**src/rtl/mem_bus_arbiter_if.sv**
```systemverilog
// Bundle of every bus signal around the RAM-port arbiter.
//   master : requester / RAM side (drives requests, RAM read data and RAM ack)
//   slave  : arbiter side (drives acks, read data, stalls and the RAM command)
// IF port  : if_req_i, if_addr_i -> if_ack_o, if_data_o, stall_if_o
// MEM port : mem_req_i, mem_we_i, mem_addr_i, mem_sel_i, mem_data_i
//            -> mem_ack_o, mem_data_o, stall_mem_o
// RAM port : ram_ce_o, ram_we_o, ram_addr_o, ram_sel_o, ram_data_o
//            <- ram_data_i, ram_ack_i
// err_o    : accompanies an ack when that transaction was aborted by timeout
interface mem_bus_arbiter_if #(
    parameter int ADDR_W = 32,
    parameter int DATA_W = 32
);
    logic              if_req_i;
    logic [ADDR_W-1:0] if_addr_i;
    logic              if_ack_o;
    logic [DATA_W-1:0] if_data_o;

    logic              mem_req_i;
    logic              mem_we_i;
    logic [ADDR_W-1:0] mem_addr_i;
    logic [3:0]        mem_sel_i;
    logic [DATA_W-1:0] mem_data_i;
    logic              mem_ack_o;
    logic [DATA_W-1:0] mem_data_o;

    logic              err_o;
    logic              stall_if_o;
    logic              stall_mem_o;

    logic              ram_ce_o;
    logic              ram_we_o;
    logic [ADDR_W-1:0] ram_addr_o;
    logic [3:0]        ram_sel_o;
    logic [DATA_W-1:0] ram_data_o;
    logic [DATA_W-1:0] ram_data_i;
    logic              ram_ack_i;

    modport master (
        output if_req_i, if_addr_i,
        output mem_req_i, mem_we_i, mem_addr_i, mem_sel_i, mem_data_i,
        output ram_data_i, ram_ack_i,
        input  if_ack_o, if_data_o, mem_ack_o, mem_data_o,
        input  err_o, stall_if_o, stall_mem_o,
        input  ram_ce_o, ram_we_o, ram_addr_o, ram_sel_o, ram_data_o
    );

    modport slave (
        input  if_req_i, if_addr_i,
        input  mem_req_i, mem_we_i, mem_addr_i, mem_sel_i, mem_data_i,
        input  ram_data_i, ram_ack_i,
        output if_ack_o, if_data_o, mem_ack_o, mem_data_o,
        output err_o, stall_if_o, stall_mem_o,
        output ram_ce_o, ram_we_o, ram_addr_o, ram_sel_o, ram_data_o
    );
endinterface

```
**src/rtl/mem_bus_arbiter.sv**
```systemverilog
// Shares one external RAM port between instruction fetch (read-only) and the
// data path (read/write with byte selects). MEM has priority over IF, but after
// MAX_MEM_STREAK consecutive MEM grants with IF waiting, IF is forced through.
// One transaction at a time; a watchdog aborts a transaction that never sees
// ram_ack_i within TIMEOUT_CYCLES busy cycles (0 disables it).
// Ports:
//   clk  : clock, rising edge
//   rst  : synchronous active-high reset; drops any in-flight transaction
//   bus  : mem_bus_arbiter_if.slave (requesters, RAM command/response, stalls)
//
// state    | meaning
// ---------+-----------------------------------------------------------
// IDLE     | arbitrate; latch the winner's command into the ram_* regs
// BUSY_IF  | IF transaction on the RAM port, waiting for ack / timeout
// BUSY_MEM | MEM transaction on the RAM port, waiting for ack / timeout
// DONE     | one-cycle ack pulse to the granted requester, no arbitration
module mem_bus_arbiter #(
    parameter int ADDR_W         = 32,
    parameter int DATA_W         = 32,
    parameter int TIMEOUT_CYCLES = 64,
    parameter int MAX_MEM_STREAK = 4
) (
    input  logic                 clk,
    input  logic                 rst,
    mem_bus_arbiter_if.slave     bus
);
    localparam int STREAK_W = (MAX_MEM_STREAK < 2) ? 1 : $clog2(MAX_MEM_STREAK + 1);
    localparam int TMO_W    = (TIMEOUT_CYCLES < 2) ? 1 : $clog2(TIMEOUT_CYCLES);
    localparam logic [STREAK_W-1:0] STREAK_MAX = STREAK_W'(MAX_MEM_STREAK);
    localparam logic [TMO_W-1:0]    TMO_LAST   =
        TMO_W'((TIMEOUT_CYCLES == 0) ? 0 : TIMEOUT_CYCLES - 1);
    localparam logic TMO_EN = (TIMEOUT_CYCLES != 0);

    typedef enum logic [1:0] {IDLE, BUSY_IF, BUSY_MEM, DONE} state_t;

    state_t              state_q, state_d;
    logic [STREAK_W-1:0] streak_q, streak_d;
    logic [TMO_W-1:0]    tmo_q, tmo_d;

    logic                ram_ce_q, ram_ce_d;
    logic                ram_we_q, ram_we_d;
    logic [ADDR_W-1:0]   ram_addr_q, ram_addr_d;
    logic [3:0]          ram_sel_q, ram_sel_d;
    logic [DATA_W-1:0]   ram_data_q, ram_data_d;
    logic                if_ack_q, if_ack_d;
    logic                mem_ack_q, mem_ack_d;
    logic                err_q, err_d;
    logic [DATA_W-1:0]   if_data_q, if_data_d;
    logic [DATA_W-1:0]   mem_data_q, mem_data_d;

    logic                grant_mem;
    logic                tmo_hit;
    logic                finish;

    // MEM wins unless IF is waiting and MEM has used up its streak allowance.
    assign grant_mem = bus.mem_req_i & ~(bus.if_req_i & (streak_q == STREAK_MAX));
    assign tmo_hit   = TMO_EN & (tmo_q == TMO_LAST);
    assign finish    = bus.ram_ack_i | tmo_hit;

    always_ff @(posedge clk) begin
        if (rst) begin
            state_q    <= IDLE;
            streak_q   <= '0;
            tmo_q      <= '0;
            ram_ce_q   <= 1'b0;
            ram_we_q   <= 1'b0;
            ram_addr_q <= '0;
            ram_sel_q  <= '0;
            ram_data_q <= '0;
            if_ack_q   <= 1'b0;
            mem_ack_q  <= 1'b0;
            err_q      <= 1'b0;
            if_data_q  <= '0;
            mem_data_q <= '0;
        end else begin
            state_q    <= state_d;
            streak_q   <= streak_d;
            tmo_q      <= tmo_d;
            ram_ce_q   <= ram_ce_d;
            ram_we_q   <= ram_we_d;
            ram_addr_q <= ram_addr_d;
            ram_sel_q  <= ram_sel_d;
            ram_data_q <= ram_data_d;
            if_ack_q   <= if_ack_d;
            mem_ack_q  <= mem_ack_d;
            err_q      <= err_d;
            if_data_q  <= if_data_d;
            mem_data_q <= mem_data_d;
        end
    end

    always_comb begin
        state_d    = state_q;
        streak_d   = streak_q;
        tmo_d      = tmo_q;
        ram_ce_d   = ram_ce_q;
        ram_we_d   = ram_we_q;
        ram_addr_d = ram_addr_q;
        ram_sel_d  = ram_sel_q;
        ram_data_d = ram_data_q;
        if_ack_d   = 1'b0;
        mem_ack_d  = 1'b0;
        err_d      = 1'b0;
        if_data_d  = '0;
        mem_data_d = '0;

        case (state_q)
            IDLE: begin
                tmo_d = '0;
                if (grant_mem) begin
                    state_d    = BUSY_MEM;
                    ram_ce_d   = 1'b1;
                    ram_we_d   = bus.mem_we_i;
                    ram_addr_d = bus.mem_addr_i;
                    ram_sel_d  = bus.mem_sel_i;
                    ram_data_d = bus.mem_data_i;
                    // Streak only counts MEM grants that made IF wait.
                    if (!bus.if_req_i) begin
                        streak_d = '0;
                    end else if (streak_q != STREAK_MAX) begin
                        streak_d = streak_q + 1'b1;
                    end
                end else if (bus.if_req_i) begin
                    state_d    = BUSY_IF;
                    ram_ce_d   = 1'b1;
                    ram_we_d   = 1'b0;
                    ram_addr_d = bus.if_addr_i;
                    ram_sel_d  = 4'b1111;
                    ram_data_d = '0;
                    streak_d   = '0;
                end
            end
            BUSY_IF, BUSY_MEM: begin
                tmo_d = tmo_q + 1'b1;
                if (finish) begin
                    state_d    = DONE;
                    ram_ce_d   = 1'b0;
                    ram_we_d   = 1'b0;
                    ram_addr_d = '0;
                    ram_sel_d  = '0;
                    ram_data_d = '0;
                    // A real ack beats a coincident timeout.
                    err_d      = ~bus.ram_ack_i;
                    if (state_q == BUSY_IF) begin
                        if_ack_d  = 1'b1;
                        if_data_d = bus.ram_ack_i ? bus.ram_data_i : '0;
                    end else begin
                        mem_ack_d  = 1'b1;
                        mem_data_d = (bus.ram_ack_i && !ram_we_q) ? bus.ram_data_i : '0;
                    end
                end
            end
            DONE: begin
                state_d = IDLE;
            end
            default: begin
                state_d = IDLE;
            end
        endcase
    end

    assign bus.ram_ce_o    = ram_ce_q;
    assign bus.ram_we_o    = ram_we_q;
    assign bus.ram_addr_o  = ram_addr_q;
    assign bus.ram_sel_o   = ram_sel_q;
    assign bus.ram_data_o  = ram_data_q;
    assign bus.if_ack_o    = if_ack_q;
    assign bus.mem_ack_o   = mem_ack_q;
    assign bus.err_o       = err_q;
    assign bus.if_data_o   = if_data_q;
    assign bus.mem_data_o  = mem_data_q;
    assign bus.stall_if_o  = bus.if_req_i & ~if_ack_q;
    assign bus.stall_mem_o = bus.mem_req_i & ~mem_ack_q;
endmodule

```
**src/flat_wrapper.sv**
```systemverilog
// flat-port wrapper written by rule: the top's interface ports become plain ports
module mem_bus_arbiter_flat 
#(
    parameter int ADDR_W         = 32,
    parameter int DATA_W         = 32,
    parameter int TIMEOUT_CYCLES = 64,
    parameter int MAX_MEM_STREAK = 4
)
  (clk, rst, bus_if_req_i, bus_if_addr_i, bus_mem_req_i, bus_mem_we_i, bus_mem_addr_i, bus_mem_sel_i, bus_mem_data_i, bus_ram_data_i, bus_ram_ack_i, bus_if_ack_o, bus_if_data_o, bus_mem_ack_o, bus_mem_data_o, bus_err_o, bus_stall_if_o, bus_stall_mem_o, bus_ram_ce_o, bus_ram_we_o, bus_ram_addr_o, bus_ram_sel_o, bus_ram_data_o);
  mem_bus_arbiter_if #(.ADDR_W(ADDR_W), .DATA_W(DATA_W)) bus_i ();
  input  logic clk;
  input  logic rst;
  input wire logic [$bits(bus_i.if_req_i)-1:0] bus_if_req_i;
  input wire logic [$bits(bus_i.if_addr_i)-1:0] bus_if_addr_i;
  input wire logic [$bits(bus_i.mem_req_i)-1:0] bus_mem_req_i;
  input wire logic [$bits(bus_i.mem_we_i)-1:0] bus_mem_we_i;
  input wire logic [$bits(bus_i.mem_addr_i)-1:0] bus_mem_addr_i;
  input wire logic [$bits(bus_i.mem_sel_i)-1:0] bus_mem_sel_i;
  input wire logic [$bits(bus_i.mem_data_i)-1:0] bus_mem_data_i;
  input wire logic [$bits(bus_i.ram_data_i)-1:0] bus_ram_data_i;
  input wire logic [$bits(bus_i.ram_ack_i)-1:0] bus_ram_ack_i;
  output wire logic [$bits(bus_i.if_ack_o)-1:0] bus_if_ack_o;
  output wire logic [$bits(bus_i.if_data_o)-1:0] bus_if_data_o;
  output wire logic [$bits(bus_i.mem_ack_o)-1:0] bus_mem_ack_o;
  output wire logic [$bits(bus_i.mem_data_o)-1:0] bus_mem_data_o;
  output wire logic [$bits(bus_i.err_o)-1:0] bus_err_o;
  output wire logic [$bits(bus_i.stall_if_o)-1:0] bus_stall_if_o;
  output wire logic [$bits(bus_i.stall_mem_o)-1:0] bus_stall_mem_o;
  output wire logic [$bits(bus_i.ram_ce_o)-1:0] bus_ram_ce_o;
  output wire logic [$bits(bus_i.ram_we_o)-1:0] bus_ram_we_o;
  output wire logic [$bits(bus_i.ram_addr_o)-1:0] bus_ram_addr_o;
  output wire logic [$bits(bus_i.ram_sel_o)-1:0] bus_ram_sel_o;
  output wire logic [$bits(bus_i.ram_data_o)-1:0] bus_ram_data_o;
  assign bus_i.if_req_i = bus_if_req_i;
  assign bus_i.if_addr_i = bus_if_addr_i;
  assign bus_i.mem_req_i = bus_mem_req_i;
  assign bus_i.mem_we_i = bus_mem_we_i;
  assign bus_i.mem_addr_i = bus_mem_addr_i;
  assign bus_i.mem_sel_i = bus_mem_sel_i;
  assign bus_i.mem_data_i = bus_mem_data_i;
  assign bus_i.ram_data_i = bus_ram_data_i;
  assign bus_i.ram_ack_i = bus_ram_ack_i;
  assign bus_if_ack_o = bus_i.if_ack_o;
  assign bus_if_data_o = bus_i.if_data_o;
  assign bus_mem_ack_o = bus_i.mem_ack_o;
  assign bus_mem_data_o = bus_i.mem_data_o;
  assign bus_err_o = bus_i.err_o;
  assign bus_stall_if_o = bus_i.stall_if_o;
  assign bus_stall_mem_o = bus_i.stall_mem_o;
  assign bus_ram_ce_o = bus_i.ram_ce_o;
  assign bus_ram_we_o = bus_i.ram_we_o;
  assign bus_ram_addr_o = bus_i.ram_addr_o;
  assign bus_ram_sel_o = bus_i.ram_sel_o;
  assign bus_ram_data_o = bus_i.ram_data_o;
  mem_bus_arbiter #(.ADDR_W(ADDR_W), .DATA_W(DATA_W), .TIMEOUT_CYCLES(TIMEOUT_CYCLES), .MAX_MEM_STREAK(MAX_MEM_STREAK)) u_core (.clk(clk), .rst(rst), .bus(bus_i));
endmodule
```
**config.mk**
```make
export PLATFORM = sky130hd
export DESIGN_NAME = mem_bus_arbiter_flat
export DESIGN_NICKNAME = d
export VERILOG_FILES = /design/src/rtl/mem_bus_arbiter_if.sv /design/src/rtl/mem_bus_arbiter.sv /design/src/flat_wrapper.sv
export SDC_FILE = /design/constraint.sdc
export NUM_CORES = 1
export LEC_CHECK = 0
export CAP_MARGIN = 30
export CORE_UTILIZATION = 43
export DETAILED_ROUTE_END_ITERATION = 8
export GPL_TIMING_DRIVEN = 0
export PLACE_DENSITY_LB_ADDON = 0.3
export SLEW_MARGIN = 25
export SYNTH_ARGS = -nofsm -noshare
export SYNTH_HDL_FRONTEND = slang
export SYNTH_SLANG_ARGS = --single-unit
```
**constraint.sdc**
```tcl
create_clock -name clk -period 4.3 [get_ports clk]
set_clock_uncertainty 0.05 [all_clocks]
set_input_delay 0.86 -clock clk [delete_from_list [all_inputs] [get_ports clk]]
set_output_delay 0.86 -clock clk [all_outputs]
set_load 0.05 [all_outputs]
```
Word-level counts from Yosys, hierarchy flattened. Cells that the tools add are included.

Flip-flop bits (word level): 148. Output and inout bits: 139. Word-level logic and storage cells: 78.

Add/subtract/negate cells: 2. Equal/unequal tests: 9. Muxes and demuxes: 29. Bitwise gates (word level): 13. Reductions and logical operators: 12.

Operators by type and width (count): 2-to-1 mux 32 bit (5); one-hot mux 32 bit (2 select lines) (2); 2-to-1 mux 3 bit (4); 2-to-1 mux 4 bit (3); one-hot mux 6 bit (2 select lines) (1); OR reduction 5 bit (2); NOT 1 bit (8); one-hot mux 4 bit (2 select lines) (1); 2-to-1 mux 1 bit (7); adder 6 x 1 -> 6 bit (second input constant) (1); == test 6 bit (second input constant) (1); 2-to-1 mux 2 bit (3); inequality test 3 bit (second input constant) (2); one-hot mux 2 bit (3 select lines) (1); AND reduction 3 bit (2); AND 1 bit (4); == test 2 bit (second input constant) (2); one-hot mux 1 bit (2 select lines) (2); nonzero test 2 bit (2); adder 3 x 1 -> 3 bit (second input constant) (1); == test 3 bit (second input constant) (1); inequality test 3 x 2 -> 1 bit (second input constant) (1); OR reduction 3 bit (1); == test 2 x 1 -> 1 bit (second input constant) (1); other kinds (7) (7).

Logic depth before layout (Yosys ltp). Gate-level depths: netlist of the first run.

Word-level depth: 6. Depth in mapped cells: 7.

Worst setup path before layout of the first run. Ideal clock, no wire load.

Path kind: in2out. From: in bus_if_req_i. To: out bus_stall_if_o. Data arrival time: 1.567 ns. Data required time: 3.390 ns. Slack: 1.823 ns. Cell stages on the path: 1. Cells stage by stage: nor2b_1.

Cells in the longest elaborated chain, start to end: 1.

Ends and longest elaborated chain: start, declared (RTL line flat_wrapper.sv:13) `input wire logic [$bits(bus_i.if_req_i)-1:0] bus_if_req_i;`; AND 1 bit (RTL line mem_bus_arbiter.sv:172) `assign bus.stall_if_o = bus.if_req_i & ~if_ack_q;`; end, declared (RTL line flat_wrapper.sv:27) `output wire logic [$bits(bus_i.stall_if_o)-1:0] bus_stall_if_o;`.

No other way between the ends.

Worst setup path after layout of the first run. Ends and elaborated chain as after synthesis.

==> impl_metrics.tcl, run 1 <==
set metrics [dict create \
    drv_cap 0 \
    htreeDepth 4 \
    worst-r2r-cell-count 7 \
    via_count 4573 \
    setup_tns_ns 0 \
    wl_um 15100 \
    syn_nets 627 \
    hold_class "reg2reg" \
    start_util_pct 44.3 \
    antennaDiodeCount 0 \
    hold_depth 1 \
    overflow 0 \
    cts-resized-gates 0 \
    setup_viol 0 \
    fillers 844 \
    synth_seq_cells 148 \
    critPathCaptureType "output pin" \
    fp.dieH_um 113 \
    drtIter0Drc 124 \
    clkTransAtPathRegs_ns 0.06 \
    grt_pass1_wl_um 23300 \
    max_clock_freq_mhz 291 \
    cts_root_buf "clkbuf_16" \
    drive_gt1_share_pct 7.72 \
    final_hold_viol_count 0 \
    viasPerCell 4.77 \
    synth_cell_types 41 \
    cts_tree "yes" \
    crit_fanout 7 \
    post-route-period-util_pct 79.9 \
    drtAntennaViolNets 0 \
    setup.worst_path.class "in2out" \
    synthCells 483 \
    port_buffers 275 \
    numCtsBuffers 17 \
    clock_latency_ns 0.42 \
    gp_congestion 0.772 \
    drtPass1Iterations 4 \
    ir_drop_mv 0.359 \
    remaining_drc_errors 0 \
    rsz0062_at_grt "false" \
    final-instance-count-excl-fill 958 \
    cts.sinks 148 \
    hold_buffers 0 \
    drv_slew 0 \
    core-area_um2 12100 \
    die_area_um2 12900 \
    final_nets 921 \
    die_w_um 113 \
    max-clock-path-buffers 2 \
    relSlewSlack_pct 62.1 \
    worstPathRequired_ns 3.39 \
    grt_start_max_net_pins 17 \
    yosys_warnings 0 \
    place_inst 926 \
    avgSynthCellArea_um2 11.1 \
    worst-slew-pin-transition_ns 0.565 \
    start_kind "input port" \
    antenna_found_initial 0 \
    period_needed_ns 3.43 \
    pwr_density_cell_nw_per_um2 630 \
    grt_pass1_vias 4786 \
    grtUsageTotal_pct 23.6 \
    post_cts_buffers 0 \
    syn_area_um2 5340 \
    crit_arrival_ns 2.52 \
    yosysSeqAreaShare_pct 55.4 \
    area_growth_pct 68.1 \
    placement_rows 40 \
    hpwlAfterDp_um 11400 \
    io_pins 277 \
    status "finished, final reports clean" \
    wire_per_inst_um 15.8 \
    p_leak_nw 3.52 \
]
## state kept, by name, summed over array words and instances (netlist names)
register	cells
u_core.bus.ram_ce_o	1
u_core.state_q	2
u_core.bus.if_ack_o	1
u_core.bus.if_data_o	32
u_core.bus.ram_data_o	32
u_core.bus.mem_ack_o	1
u_core.tmo_q	6
u_core.bus.ram_sel_o	4
u_core.bus.ram_addr_o	32
u_core.streak_q	3
u_core.bus.err_o	1
u_core.bus.mem_data_o	32
u_core.bus.ram_we_o	1
## critical path: stages
cell,delay (ns)
clkdlybuf4s50_1,0.68
nor2b_1,0.17
clkdlybuf4s50_1,0.80
## layout make-up
type	instances	area (um2)	area share, %
multi-input combinational	303	2200	24.5
sequential	148	2960	33.0
inverter	5	18.8	0.209
tap	168	210	2.34
timing repair buffer	275	2750	30.6
buffer	27	159	1.77
clock buffer	17	425	4.74
clock inverter	15	250	2.79
## layout by cell type, fill, tap and decap left out, types with 3 or more instances in the layout
cell type | synthesis | layout
and3_1 | 3 | 3
and2_1 | 65 | 65
dfxtp_1 | 148 | 148
mux2i_1 | 65 | 65
nand2b_1 | 34 | 34
inv_6 | 0 | 3
a21oi_1 | 4 | 4
nor2_1 | 12 | 12
bufinv_16 | 0 | 6
buf_6 | 6 | 6
clkinvlp_4 | 0 | 4
inv_1 | 5 | 5
ha_1 | 6 | 6
nand2_1 | 41 | 41
buf_2 | 10 | 10
clkbuf_1 | 10 | 10
o2bb2ai_1 | 30 | 30
nor2b_1 | 4 | 4
o2bb2ai_2 | 3 | 3
clkdlybuf4s50_1 | 0 | 275
nand3_1 | 3 | 3
clkbuf_16 | 0 | 17
o221a_2 | 3 | 3
## cell families (layout without fill, tap and decap cells)
family                   Yosys count  after routing  synth area share [%]
XOR/XNOR                           4              4                 0.656
flip-flops                       148            148                  55.4
buffers and inverters             32            339                  3.32
AO/OA/AOI/OAI                     55             55                  8.99
AND/OR/NAND/NOR                  173            173                  18.0
multiplexers                      65             65                  12.2
adder cells (fa/ha/maj)            6              6                  1.40
## power breakdown
group	switching, W	internal (W)	total [W]	leakage [nW]
clock	0.000582	0.00109	0.00167	0.317
combinational	0.00139	0.000869	0.00226	2.01
sequential	0.000120	0.00161	0.00173	1.20
## synthesized netlist by cell type (all sizes together)
cell type | number | area [um2]
dfxtp | 148 | 2960
and2 | 66 | 414
mux2i | 65 | 651
nand2 | 42 | 165
nand2b | 34 | 213
o2bb2ai | 33 | 308
buf | 17 | 121
nor2 | 12 | 45.0
clkbuf | 10 | 37.5
ha | 6 | 75.1
a21oi | 5 | 36.3
inv | 5 | 18.8
nor2b | 4 | 25.0
and3 | 3 | 18.8
nand3 | 3 | 15.0
o21ai | 3 | 15.0
o221a | 3 | 33.8
a21o | 2 | 17.5
nand4 | 2 | 12.5
o21a | 2 | 16.3
o21bai | 2 | 15.0
o32ai | 2 | 17.5
or2 | 2 | 12.5
xnor2 | 2 | 17.5
xor2 | 2 | 17.5
a31oi | 1 | 6.26
a32oi | 1 | 8.76
nand4b | 1 | 8.76
nor3 | 1 | 5.00
nor3b | 1 | 12.5
o22ai | 1 | 6.26
or3 | 1 | 6.26
or3b | 1 | 8.76
## worst paths after layout
| path | to | slack (ns) | startpoint |
|---|---|---|---|
| setup / recovery | bus_stall_if_o | 0.87 | bus_if_req_i |
| hold / removal | u_core.bus.ram_addr_o[0] | 0.41 | u_core.bus.ram_addr_o[0] |
| setup reg to reg | u_core.bus.mem_data_o[1] | 2.00 | u_core.state_q[0] |
| hold reg to reg | u_core.bus.ram_addr_o[0] | 0.41 | u_core.bus.ram_addr_o[0] |
## metal layers
metal  share of wire (%)  routed length (um)  vias up  track usage [%]
met3                  10                1570       30             10.8
met5                   0                   0        -                0
met1                  36                5490     2117             22.0
met4                 2.7                 409        0             11.6
met2                  51                7660      202             43.5
li1                    -                   -     2224                -
## metrics by stage
stage	utilization [%]	hold slack, ns	area (um2)	worst slack, ns	power, W
2_1_floorplan	-	0.399	5340	1.82	0.00327
3_3_place_gp	68.9	0.394	8310	0.890	0.00397
3_5_place_dp	68.9	0.396	8310	0.885	0.00402
4_1_cts	74.5	0.414	8980	0.884	0.00571
5_1_grt	74.5	0.430	8980	0.780	0.00590
6_report	74.5	0.407	8980	0.866	0.00566
Note: power is estimated with default switching activity, not from simulation.
==> run 2, diff against run 1 <==
- CORE_UTILIZATION: 43 -> 40
- clock period: 4.3 -> 3.3 ns (I/O delays scaled with it)
==> run 2 against run 1 <==
Combinational power increased by 31%; register-to-register slack got worse by 1.0 ns; final area decreased by 0.59%; highest routed layer unchanged.
==> impl_metrics.tcl, run 2 (synthesized netlist as in run 1, its figures left out) <==
set metrics [dict create \
    status "finished, final reports clean" \
    drtPass1Iterations 4 \
    setup_viol 0 \
    wire_per_inst_um 15.3 \
    via_count 4506 \
    start_kind "input port" \
    crit_fanout 6 \
    fp.dieH_um 118 \
    drv_slew 0 \
    ir_drop_mv 0.443 \
    grt_start_max_net_pins 17 \
    dr_wl_met2_um 7420 \
    worst-slew-pin-transition_ns 0.591 \
    htreeDepth 4 \
    period_needed_ns 3.00 \
    cts-resized-gates 0 \
    post-route-period-util_pct 90.8 \
    p_comb_share_pct 41.1 \
    overflow 0 \
    worstPathRequired_ns 2.59 \
    cts_root_buf "clkbuf_16" \
    viasPerCell 4.69 \
    pwr_density_cell_nw_per_um2 804 \
    die_area_um2 13800 \
    cts_tree "yes" \
    grtUsageTotal_pct 21.1 \
    crit_arrival_ns 2.29 \
    hpwlAfterDp_um 11400 \
    power.switching_w 0.00270 \
    wl_um 14700 \
    relSlewSlack_pct 60.5 \
    final_cell_mix "275 x clkdlybuf4s50_1, 148 x dfxtp_1, 65 x mux2i_1, 65 x and2_1, 41 x nand2_1" \
    place_inst 930 \
    wl_met1_um 5430 \
    area_growth_pct 67.1 \
    numCtsBuffers 17 \
    antenna_found_initial 0 \
    die_w_um 118 \
    top_layer_used "met4" \
    max_clock_freq_mhz 334 \
    final-instance-count-excl-fill 961 \
    hold_buffers 0 \
    clkTransAtPathRegs_ns 0.06 \
    setup_tns_ns 0 \
    grt_pass1_vias 4783 \
    max-clock-path-buffers 2 \
    clock_latency_ns 0.41 \
    drtAntennaViolNets 0 \
    gp_congestion 0.787 \
    grt_pass1_wl_um 23000 \
    final_nets 921 \
    core-area_um2 12800 \
    wl_met3_um 1520 \
    final_common_cell "clkdlybuf4s50_1" \
    final_hold_viol_count 0 \
    drv_cap 0 \
    internal_power_w 0.00448 \
    power_switching_share_pct 37.6 \
    cts.sinks 148 \
    worst_slack_ns 0.303 \
    rsz0062_at_grt "false" \
    setup.worst_path.class "in2out" \
    place_ws_ns 0.316 \
    placement_rows 41 \
    hold_depth 1 \
    antennaDiodeCount 0 \
    start_util_pct 41.7 \
    worst-r2r-cell-count 7 \
    drive_gt1_share_pct 7.48 \
    port_buffers 275 \
    drtIter0Drc 123 \
    hold_class "reg2reg" \
    pwr-share-clk_pct 27.6 \
    p_leak_nw 3.50 \
    seqPwrFrac_pct 31.3 \
    post_cts_buffers 0 \
    critPathCaptureType "output pin" \
    remaining_drc_errors 0 \
    io_pins 277 \
]
-- run 2: final cells by class --
type | count | area, um2
sequential | 148 | 2960
timing repair buffer | 275 | 2750
tap | 172 | 215
multi-input combinational | 303 | 2200
clock buffer | 21 | 470
buffer | 27 | 159
clock inverter | 10 | 148
fill | 933 | 3890
inverter | 5 | 18.8
-- run 2: final timing paths --
check                      startpoint                   endpoint  slack (ns)
max reg2reg         u_core.state_q[0]  u_core.bus.mem_data_o[27]        0.96
min reg2reg  u_core.bus.ram_addr_o[0]   u_core.bus.ram_addr_o[0]        0.41
max                     bus_mem_req_i            bus_stall_mem_o        0.30
min          u_core.bus.ram_addr_o[0]   u_core.bus.ram_addr_o[0]        0.41
-- run 2: stage by stage --
| stage | util, % | total power, W | hold WS [ns] | instance area [um2] |
|---|---|---|---|---|
| 2_1_floorplan | - | 0.00426 | 0.399 | 5340 |
| 3_3_place_gp | 64.8 | 0.00518 | 0.394 | 8310 |
| 3_5_place_dp | 64.8 | 0.00525 | 0.397 | 8310 |
| 4_1_cts | 69.6 | 0.00724 | 0.414 | 8930 |
| 5_1_grt | 69.6 | 0.00748 | 0.426 | 8930 |
| 6_report | 69.6 | 0.00718 | 0.411 | 8930 |
-- run 2: worst max-delay path, cell delays in order --
cell and delay [ns]:
clkdlybuf4s50_1 0.58, inv_1 0.10, nor2_1 0.11, clkdlybuf4s50_1 0.84
-- run 2: power by group through the flow --
stage | clock [W] | sequential (W) | combinational, W
final | 0.00198 | 0.00225 | 0.00295
after global routing | 0.00209 | 0.00228 | 0.00310
after CTS | 0.00202 | 0.00225 | 0.00297
after detailed placement | 0 | 0.00228 | 0.00296
after global placement | 0 | 0.00227 | 0.00291
after floorplan | 0 | 0.00323 | 0.00104
-- run 2: routing by layer --
metal	track usage, %	vias to the layer above
li1	-	2221
met1	20.4	2081
met2	37.9	181
met3	10.1	23
met4	8.97	0
met5	0	-
==> run 3, diff against run 2 <==
- CTS_CLUSTER_SIZE: not set -> 24
- HOLD_SLACK_MARGIN: not set -> 0.15
==> results of run 3 <==
No change in the layout: final DEF, timing and power equal those of run 2.
